==> config.mk <==
export PLATFORM = sky130hd
export DESIGN_NAME = sync_fifo_param
export DESIGN_NICKNAME = d
export VERILOG_FILES = /design/src/rtl/sync_fifo_pkg.sv /design/src/rtl/fifo_mem.sv /design/src/rtl/sync_fifo_param.sv
export SDC_FILE = /design/constraint.sdc
export NUM_CORES = 1
export LEC_CHECK = 0
export BUFFER_PORTS_ARGS = -buffer_cell sky130_fd_sc_hd__buf_2
export CAP_MARGIN = 40
export CORE_ASPECT_RATIO = 1.75
export CORE_UTILIZATION = 55
export DETAILED_ROUTE_END_ITERATION = 7
export PLACE_DENSITY = 0.72
export SLEW_MARGIN = 20
export SYNTH_ARGS = -nofsm -noshare
export SYNTH_HDL_FRONTEND = slang
export SYNTH_SLANG_ARGS = --single-unit
==> constraint.sdc <==
create_clock -name clk -period 3.7 [get_ports clk]
set_input_delay 0.185 -clock clk [delete_from_list [all_inputs] [get_ports clk]]
set_output_delay 0.185 -clock clk [all_outputs]
set_load 0.05 [all_outputs]
==> src/rtl/sync_fifo_pkg.sv <==
// Shared types, default geometry and width helper for the parametrised sync FIFO.
package sync_fifo_pkg;

   typedef enum logic {FIFO_STD = 1'b0, FIFO_FWFT = 1'b1} fifo_mode_e;

   localparam int DEF_DATA_WIDTH = 16;
   localparam int DEF_DEPTH      = 16;
   localparam int DEF_AEMPTY_LVL = 2;

   // A 2-entry FIFO still needs a 1-bit pointer, so never return 0.
   function automatic int clog2_min1(input int n);
      return (n <= 2) ? 1 : $clog2(n);
   endfunction

endpackage

==> src/rtl/fifo_mem.sv <==
// Simple dual-port storage array: one synchronous write port, one asynchronous read port.
module fifo_mem #(
   parameter int DATA_WIDTH = 16,
   parameter int DEPTH      = 16,
   parameter int AW         = 4
) (
   input  logic                  clk,
   input  logic                  we,
   input  logic [AW-1:0]         waddr,
   input  logic [DATA_WIDTH-1:0] wdata,
   input  logic [AW-1:0]         raddr,
   output logic [DATA_WIDTH-1:0] rdata
);

   logic [DATA_WIDTH-1:0] mem [DEPTH];

   always_ff @(posedge clk) begin
      if (we) mem[waddr] <= wdata;
   end

   assign rdata = mem[raddr];

endmodule

==> src/rtl/sync_fifo_param.sv <==
// Single-clock FIFO with arbitrary depth, standard or first-word-fall-through read,
// programmable almost flags and registered overflow/underflow pulses.
module sync_fifo_param
   import sync_fifo_pkg::*;
#(
   parameter  int DATA_WIDTH = DEF_DATA_WIDTH,
   parameter  int DEPTH      = DEF_DEPTH,
   parameter  int FWFT       = 0,
   parameter  int AFULL_LVL  = DEPTH - 2,
   parameter  int AEMPTY_LVL = DEF_AEMPTY_LVL,
   localparam int CW         = $clog2(DEPTH + 1)
) (
   input  logic                  clk,
   input  logic                  rst_n,
   input  logic                  wr_en,
   input  logic [DATA_WIDTH-1:0] wr_data,
   input  logic                  rd_en,
   output logic [DATA_WIDTH-1:0] rd_data,
   output logic                  rd_valid,
   output logic                  full,
   output logic                  empty,
   output logic                  almost_full,
   output logic                  almost_empty,
   output logic [CW-1:0]         count,
   output logic                  overflow,
   output logic                  underflow
);

   localparam int         PW   = clog2_min1(DEPTH);
   localparam fifo_mode_e MODE = (FWFT != 0) ? FIFO_FWFT : FIFO_STD;

   if (DEPTH < 2) begin : g_bad_depth
      $error("sync_fifo_param: DEPTH must be at least 2");
   end
   if (AFULL_LVL < 1 || AFULL_LVL > DEPTH) begin : g_bad_afull
      $error("sync_fifo_param: AFULL_LVL must be within 1..DEPTH");
   end
   if (AEMPTY_LVL < 0 || AEMPTY_LVL >= DEPTH) begin : g_bad_aempty
      $error("sync_fifo_param: AEMPTY_LVL must be within 0..DEPTH-1");
   end

   logic [PW-1:0]         wr_ptr;
   logic [PW-1:0]         rd_ptr;
   logic [CW-1:0]         count_q;
   logic [DATA_WIDTH-1:0] mem_rdata;
   logic [DATA_WIDTH-1:0] rd_data_q;
   logic                  rd_valid_q;
   logic                  overflow_q;
   logic                  underflow_q;
   logic                  wr_acc;
   logic                  rd_acc;

   // Explicit wrap so non-power-of-2 depths never index past the last entry.
   function automatic logic [PW-1:0] ptr_next(input logic [PW-1:0] p);
      return (p == PW'(DEPTH - 1)) ? '0 : p + 1'b1;
   endfunction

   assign full         = (count_q == CW'(DEPTH));
   assign empty        = (count_q == '0);
   assign almost_full  = (count_q >= CW'(AFULL_LVL));
   assign almost_empty = (count_q <= CW'(AEMPTY_LVL));
   assign count        = count_q;

   assign wr_acc = wr_en & ~full;
   assign rd_acc = rd_en & ~empty;

   fifo_mem #(
      .DATA_WIDTH (DATA_WIDTH),
      .DEPTH      (DEPTH),
      .AW         (PW)
   ) u_mem (
      .clk   (clk),
      .we    (wr_acc & rst_n),
      .waddr (wr_ptr),
      .wdata (wr_data),
      .raddr (rd_ptr),
      .rdata (mem_rdata)
   );

   always_ff @(posedge clk) begin
      if (!rst_n) begin
         wr_ptr      <= '0;
         rd_ptr      <= '0;
         count_q     <= '0;
         rd_data_q   <= '0;
         rd_valid_q  <= 1'b0;
         overflow_q  <= 1'b0;
         underflow_q <= 1'b0;
      end else begin
         if (wr_acc) wr_ptr <= ptr_next(wr_ptr);
         if (rd_acc) rd_ptr <= ptr_next(rd_ptr);

         if (wr_acc && !rd_acc) begin
            count_q <= count_q + 1'b1;
         end else if (rd_acc && !wr_acc) begin
            count_q <= count_q - 1'b1;
         end

         overflow_q  <= wr_en & full;
         underflow_q <= rd_en & empty;

         if (rd_acc) begin
            rd_data_q  <= mem_rdata;
            rd_valid_q <= 1'b1;
         end else begin
            rd_valid_q <= 1'b0;
         end
      end
   end

   // FWFT presents the head entry straight from the array; it depends only on rd_ptr.
   assign rd_data   = (MODE == FIFO_FWFT) ? mem_rdata : rd_data_q;
   assign rd_valid  = (MODE == FIFO_FWFT) ? ~empty    : rd_valid_q;
   assign overflow  = overflow_q;
   assign underflow = underflow_q;

endmodule

**Yosys cells after proc, flatten, opt, wreduce, memory -nomap -nowiden**

Memories as Yosys holds them, arrays and structs flattened. A register that Yosys moved wholly into a read port is not among the register bits.
Index checks and enable logic that the tools add are counted.

- Register bits: 16
- RAM bits: 256
- Bits of input ports: 20
- Output and inout port bits: 28
- Word-level logic and storage cells: 37
- Memories: 1

- Add/sub/neg operators: 4
- Magnitude comparators: 2
- Equal/unequal tests: 3
- Multiplexer cells: 7
- Bitwise logic cells: 7
- Reductions and logical operators: 7

Memories:

| memory | depth | width | read ports | clocked after memory_dff | wr ports | line | RTL |
|---|---|---|---|---|---|---|---|
| u_mem.mem | 16 | 16 | 1 | 1 | 1 | fifo_mem.sv:15 | `logic [DATA_WIDTH-1:0] mem [DEPTH];` |

Operators by type and width:

| operator | count |
|---|---|
| 2-to-1 mux 5 bit | 2 |
| adder 4 x 1 -> 4 bit (second input constant) | 2 |
| equality test 4 bit (second input constant) | 2 |
| 2-to-1 mux 4 bit | 2 |
| adder 5 x 1 -> 5 bit (second input constant) | 1 |
| AND 1 bit | 5 |
| equality test 5 bit (second input constant) | 1 |
| greater-or-equal comparator 5 x 4 -> 1 bit (second input constant) | 1 |
| <= comparator 5 x 2 -> 1 bit (second input constant) | 1 |
| logical NOT 5 bit | 1 |
| subtractor 5 x 1 -> 5 bit (second input constant) | 1 |
| logical NOT 1 bit | 3 |
| 2-to-1 mux 1 bit | 3 |
| logical AND 1 bit | 2 |
| inverter 1 bit | 2 |
| nonzero test 2 bit | 1 |

**Logic depth before layout (Yosys ltp)**

- Word-level depth: 7
- Gate-level depth with buffers: 12
- Gate-level depth less buffers: 10

**Cells and area by module**

Synthesis repeated with hierarchy kept, for this count alone.

- Cells, all modules: 578
- Area total of the unflattened synthesis: 11253.3 um^2

Modules (own cells, without submodules):

| module | times used | cells an instance | area each (um^2) | sequential area each (um^2) |
|---|---|---|---|---|
| fifo_mem | 1 | 416 | 9723.1 | 7687.4 |
| sync_fifo_param | 1 | 162 | 1530.2 | 640.6 |

**Worst setup path before layout**

OpenSTA, ideal clock, no wires.

- Kind: register to output
- From: register count_q[1], in the netlist count[1]
- To: output almost_empty
- Arrival: 3.126 ns
- Slack: 0.389 ns
- Stages on the path, launching flop included: 2
- Buffers on the path: 0
- Cell sequence: dfxtp_1 -> a2111oi_0

- Longest elaborated chain between the ends: 1

Ends and longest elaborated chain:

| item | line | RTL |
|---|---|---|
| start: declaration | sync_fifo_param.sv:44 | `logic [CW-1:0] count_q;` |
| start signal: assignment | sync_fifo_param.sv:94 | `count_q <= count_q + 1'b1;` |
| start signal: assignment | sync_fifo_param.sv:96 | `count_q <= count_q - 1'b1;` |
| <= comparator 5 x 2 -> 1 bit | sync_fifo_param.sv:61 | `assign almost_empty = (count_q <= CW'(AEMPTY_LVL));` |
| end: declaration | sync_fifo_param.sv:23 | `output logic almost_empty,` |

No other way between the ends.

**Worst setup path after layout**

- From: register count_q[4], in the netlist count[4]
- To: register count_q[4], in the netlist count[4]

- Longest elaborated chain between the ends: 6
- Elaborated cells on any way between the ends: 15
- Classes of those cells: 2 x add/sub; 1 x eq/ne; 2 x mux; 4 x bitwise; 6 x reduce/logical

Ends and longest elaborated chain:

| item |
|---|
| branches (longest 6 deep; another with subtractor 5 x 1 -> 5 bit) |

Several ways; the timed one is not identified. The select of a mux whose other input is x is not followed.
A chain may end at the register's enable or synchronous reset.

==> reports/summary.md <==
The proportion of netlist area held by the largest area contributor was 67.0%. The antenna diode instance count is 0, and the area growth from synthesis to final layout is 12.1%. Including well taps, the total number of placed cells is 919. In this design, the critical path's most frequently occurring cell is inv_1. For this design the top-level I/O count stands at 48. The clock network power share was 30.9%; the number of buffers inserted by hold repair at cts was 2. Of the total power, registers draw 47.4%. Setup repair after global routing left no endpoint under its margin. The tool flagged a number of max-cap violations equal to 0. Across every metal layer, demand over resource in global routing totals 22.4%. The mean cell area of the mapped netlist is 18.0 µm², and the first-pass iteration count of the detailed router is 7. The checks that failed: DRC. For the final routed database, the setup TNS stands at 0 ns.

The critical path contains buffers and inverters numbering 3 combined. The tools report the launching element type of the critical path as a register. The tools report the sequential element share of the synthesized area as 72.6%. By area the synthesized netlist is led by edfxtp_1 (67%), mux2i_1 (7.4%), dfxtp_1 (5.6%), mux4_1 (4.8%), mux4_2 (2.2%). After the first detailed-routing iteration, the DRC count stood at 387.

The analysis attributes to net switching a power of 2430 µW. For the final database, setup skew stands at 0.0127 ns. In this run the cell area measured after placement is 12000 µm².

The internal power contribution is 5770 µW, and the number of nets in the layout is 732. The run gives 21500 µm² as the die footprint. At the pin with the least slew margin, the transition time is 0.792 ns.

In the final routed layout, each cell accounts on average for 23.8 µm. Leaving out filler cells and counting taps, the final layout contains 969. The share of post-route cells with drive strength above 1 came out at 22.1%. Main flop type after synthesis: edfxtp_1. Post-CTS timing repair inserted 0 buffers for setup.

The remaining global-route overflow is 0, and the number of distinct library cells after synthesis is 44. Utilization of the core after routing: 63.1%. For this run, design rule violations remaining after detail routing come to 10. At the worst endpoint, the arrival time is 3.33 ns. On the final layout, the worst hold slack is 0.0577 ns. The largest vdd supply drop is 0.414 mV, and the maximum clock frequency is 348 MHz. The critical path starts at count[4]. TritonCTS built the clock tree. The library cell used most frequently in the layout, excluding fill and tap cells, is edfxtp_1.

In the layout the commonest cells are edfxtp_1 (256), mux2i_1 (85), buf_2 (47). The area of the mapped netlist is 11500 µm², and the number of CTS-inserted buffers is 26. The tools report the number of nets still failing antenna checks after routing as 0.

The max-slew violation count is 0, and the number of instances resized during post-cts repair is 0. The required time at the endpoint of the critical path is 4.15 ns, and the die span in y is 193 µm. Counting flops with a built-in enable in the synthesized netlist gives 256.

Total nets after synthesis: 667. Classification of the worst setup path: reg -> reg. The run gives 0.809 as the last weighted congestion value of the routability-driven placer.

Once detailed placement completed, the half-perimeter wirelength came to 15100 µm. For the area of all placed cells without fillers, the log shows 12900 µm². The run finished, with violations left. The number of warnings reported in the yosys synthesis log was 0. The number of vias per cell works out to 6.04. The ratio of total power to cell area is 638 nW/µm².

The maximum fanout along the worst path is 11. After layout, the worst path uses 77.8% of the clock period. The source of the worst hold timing path was wr_data[7].

The cell at the root of the clock tree is clkbuf_16. Cell class contributing the biggest share of worst-path delay: compound AO/OA/AOI/OAI gates. For the initial antenna violation count, the log shows 0. Traced cell by cell, the critical path runs through inv_1 -> a21boi_2 -> inv_1 -> ha_1 -> inv_1 -> ha_1 -> a21o_1 -> a21oi_1 -> mux2i_1 -> mux2i_1.

In this run switching power makes up 29.6% of total power. The logs give 0 for the number of hold-slack violations in the final timing report and 6355 for the via count of the first global-routing pass. Entering global routing, the biggest net connects 43 pins.

The largest individual stage delay along the critical path comes from the cell a21boi_2. The final setup violation count was 0. Wire length of the first global-routing pass: 36100 µm. Headroom to the max-slew limit came out at 47.2%. The total detailed-routing wirelength was 23000 µm; the clock-pin slew reported for the worst setup and hold paths after clock tree synthesis was 0.07 ns.

The reg-to-reg critical path startpoint is count[4]. The placeable core region was 20400 µm²; the number of rows created at floorplan was 69. The clock reaches the later pin of the worst-skew pair after 0.52 ns. The horizontal extent of the die came out at 111 µm.

The peak per-stage delay on the critical path is 0.52 ns. The tools report the initial core utilization as 56.3%. Endpoint class of the critical path: a register.

The gate count of the mapped netlist is 637. Worst hold path class: in -> reg. No sink is reached through more buffers than the 3 on the longest clock path. The count of input and output buffers works out to 47. The shortest period the worst path allows works out to 2.88 ns.

Counting flops and latches in the post-synthesis netlist gives 288. The part of the total power dissipated in combinational logic was 21.7%. For this run, asynchronously set or reset flops after synthesis account for 0%. H-tree depth: 1. The final route contains 5856 vias.

edfxtp_1 takes more of the synthesized area than any other cell. For the total clock sinks, the log shows 288. The analysis attributes to cell leakage a power of 0.00432 µW.
-- flip-flops by register name, indices dropped and copies added, names as in the netlist --
signal,count
u_mem.mem,256
rd_data,16
count,5
rd_ptr,4
wr_ptr,4
overflow,1
rd_valid,1
underflow,1
-- area by class of cell --
| type | instances | area [µm²] |
|---|---|---|
| fill | 1419 | 7520 |
| inverter | 6 | 22.5 |
| clock inverter | 14 | 101 |
| tap | 248 | 310 |
| clock buffer | 33 | 708 |
| multi-input combinational | 306 | 2910 |
| timing repair buffer | 74 | 469 |
| sequential | 288 | 8330 |
-- worst reg2reg max path: stages, from the launching register on --
cell      delay [ns]
dfxtp_1         0.50
inv_1           0.16
a21boi_2        0.52
inv_1           0.13
ha_1            0.22
inv_1           0.16
ha_1            0.30
a21o_1          0.17
a21oi_1         0.21
mux2i_1         0.26
mux2i_1         0.20
-- worst paths after layout --
| kind | to | slack (ns) | cells past startpoint |
|---|---|---|---|
| min | u_mem.mem[12][7] | 0.06 | 1 |
| max reg2reg | count[4] | 0.82 | 10 |
| max | count[4] | 0.82 | 10 |
| min reg2reg | rd_data[1] | 0.56 | 2 |
-- cells by family after synthesis --
group,synth area share (%)
compound gates,4.82
xor+xnor,0.382
fa+ha+maj,1.16
buf+inv,2.30
flops,72.6
mux,14.4
simple gates,4.33
-- cell usage after synthesis, types with 2 or more instances --
cell type / n
a21boi_0: 2
a21o_1: 2
a21oi_1: 10
a21oi_2: 10
a31oi_1: 2
a41o_1: 2
and2_1: 5
and3_1: 3
buf_2: 12
buf_4: 6
buf_6: 8
clkbuf_1: 9
dfxtp_1: 32
edfxtp_1: 256
ha_1: 9
inv_1: 6
mux2i_1: 85
mux4_1: 21
mux4_2: 11
nand2_1: 12
nand2b_1: 3
nand3_1: 7
nor2_1: 16
nor2b_1: 3
nor3_1: 20
o211ai_2: 2
o21ai_0: 18
o22ai_1: 32
or2_1: 5
or2_2: 11
xnor2_1: 4
-- power groups by stage --
stage / logic (µW) / registers (µW) / clock network (µW)
4_1_cts: 1780 / 3890 / 2580
5_1_grt: 1900 / 3910 / 2710
6_report: 1780 / 3890 / 2530
3_3_place_gp: 1730 / 3940 / 0
3_5_place_dp: 1780 / 3960 / 0
2_1_floorplan: 1160 / 4140 / 0
-- routing by layer --
layer / GRT usage (%) / share of wire, %
met2: 42.4 / 55
met4: 8.16 / 3.0
met3: 2.72 / 4.4
met5: 0 / 0
met1: 26.1 / 38
-- metrics by stage --
step | setup slack (ns) | power [µW]
after CTS | 0.863 | 8250
after global placement | 0.633 | 5670
after detailed placement | 0.876 | 5730
after floorplan | 0.389 | 5300
final | 0.823 | 8190
after global routing | 0.584 | 8520
Power figures use the tool's default switching activity.
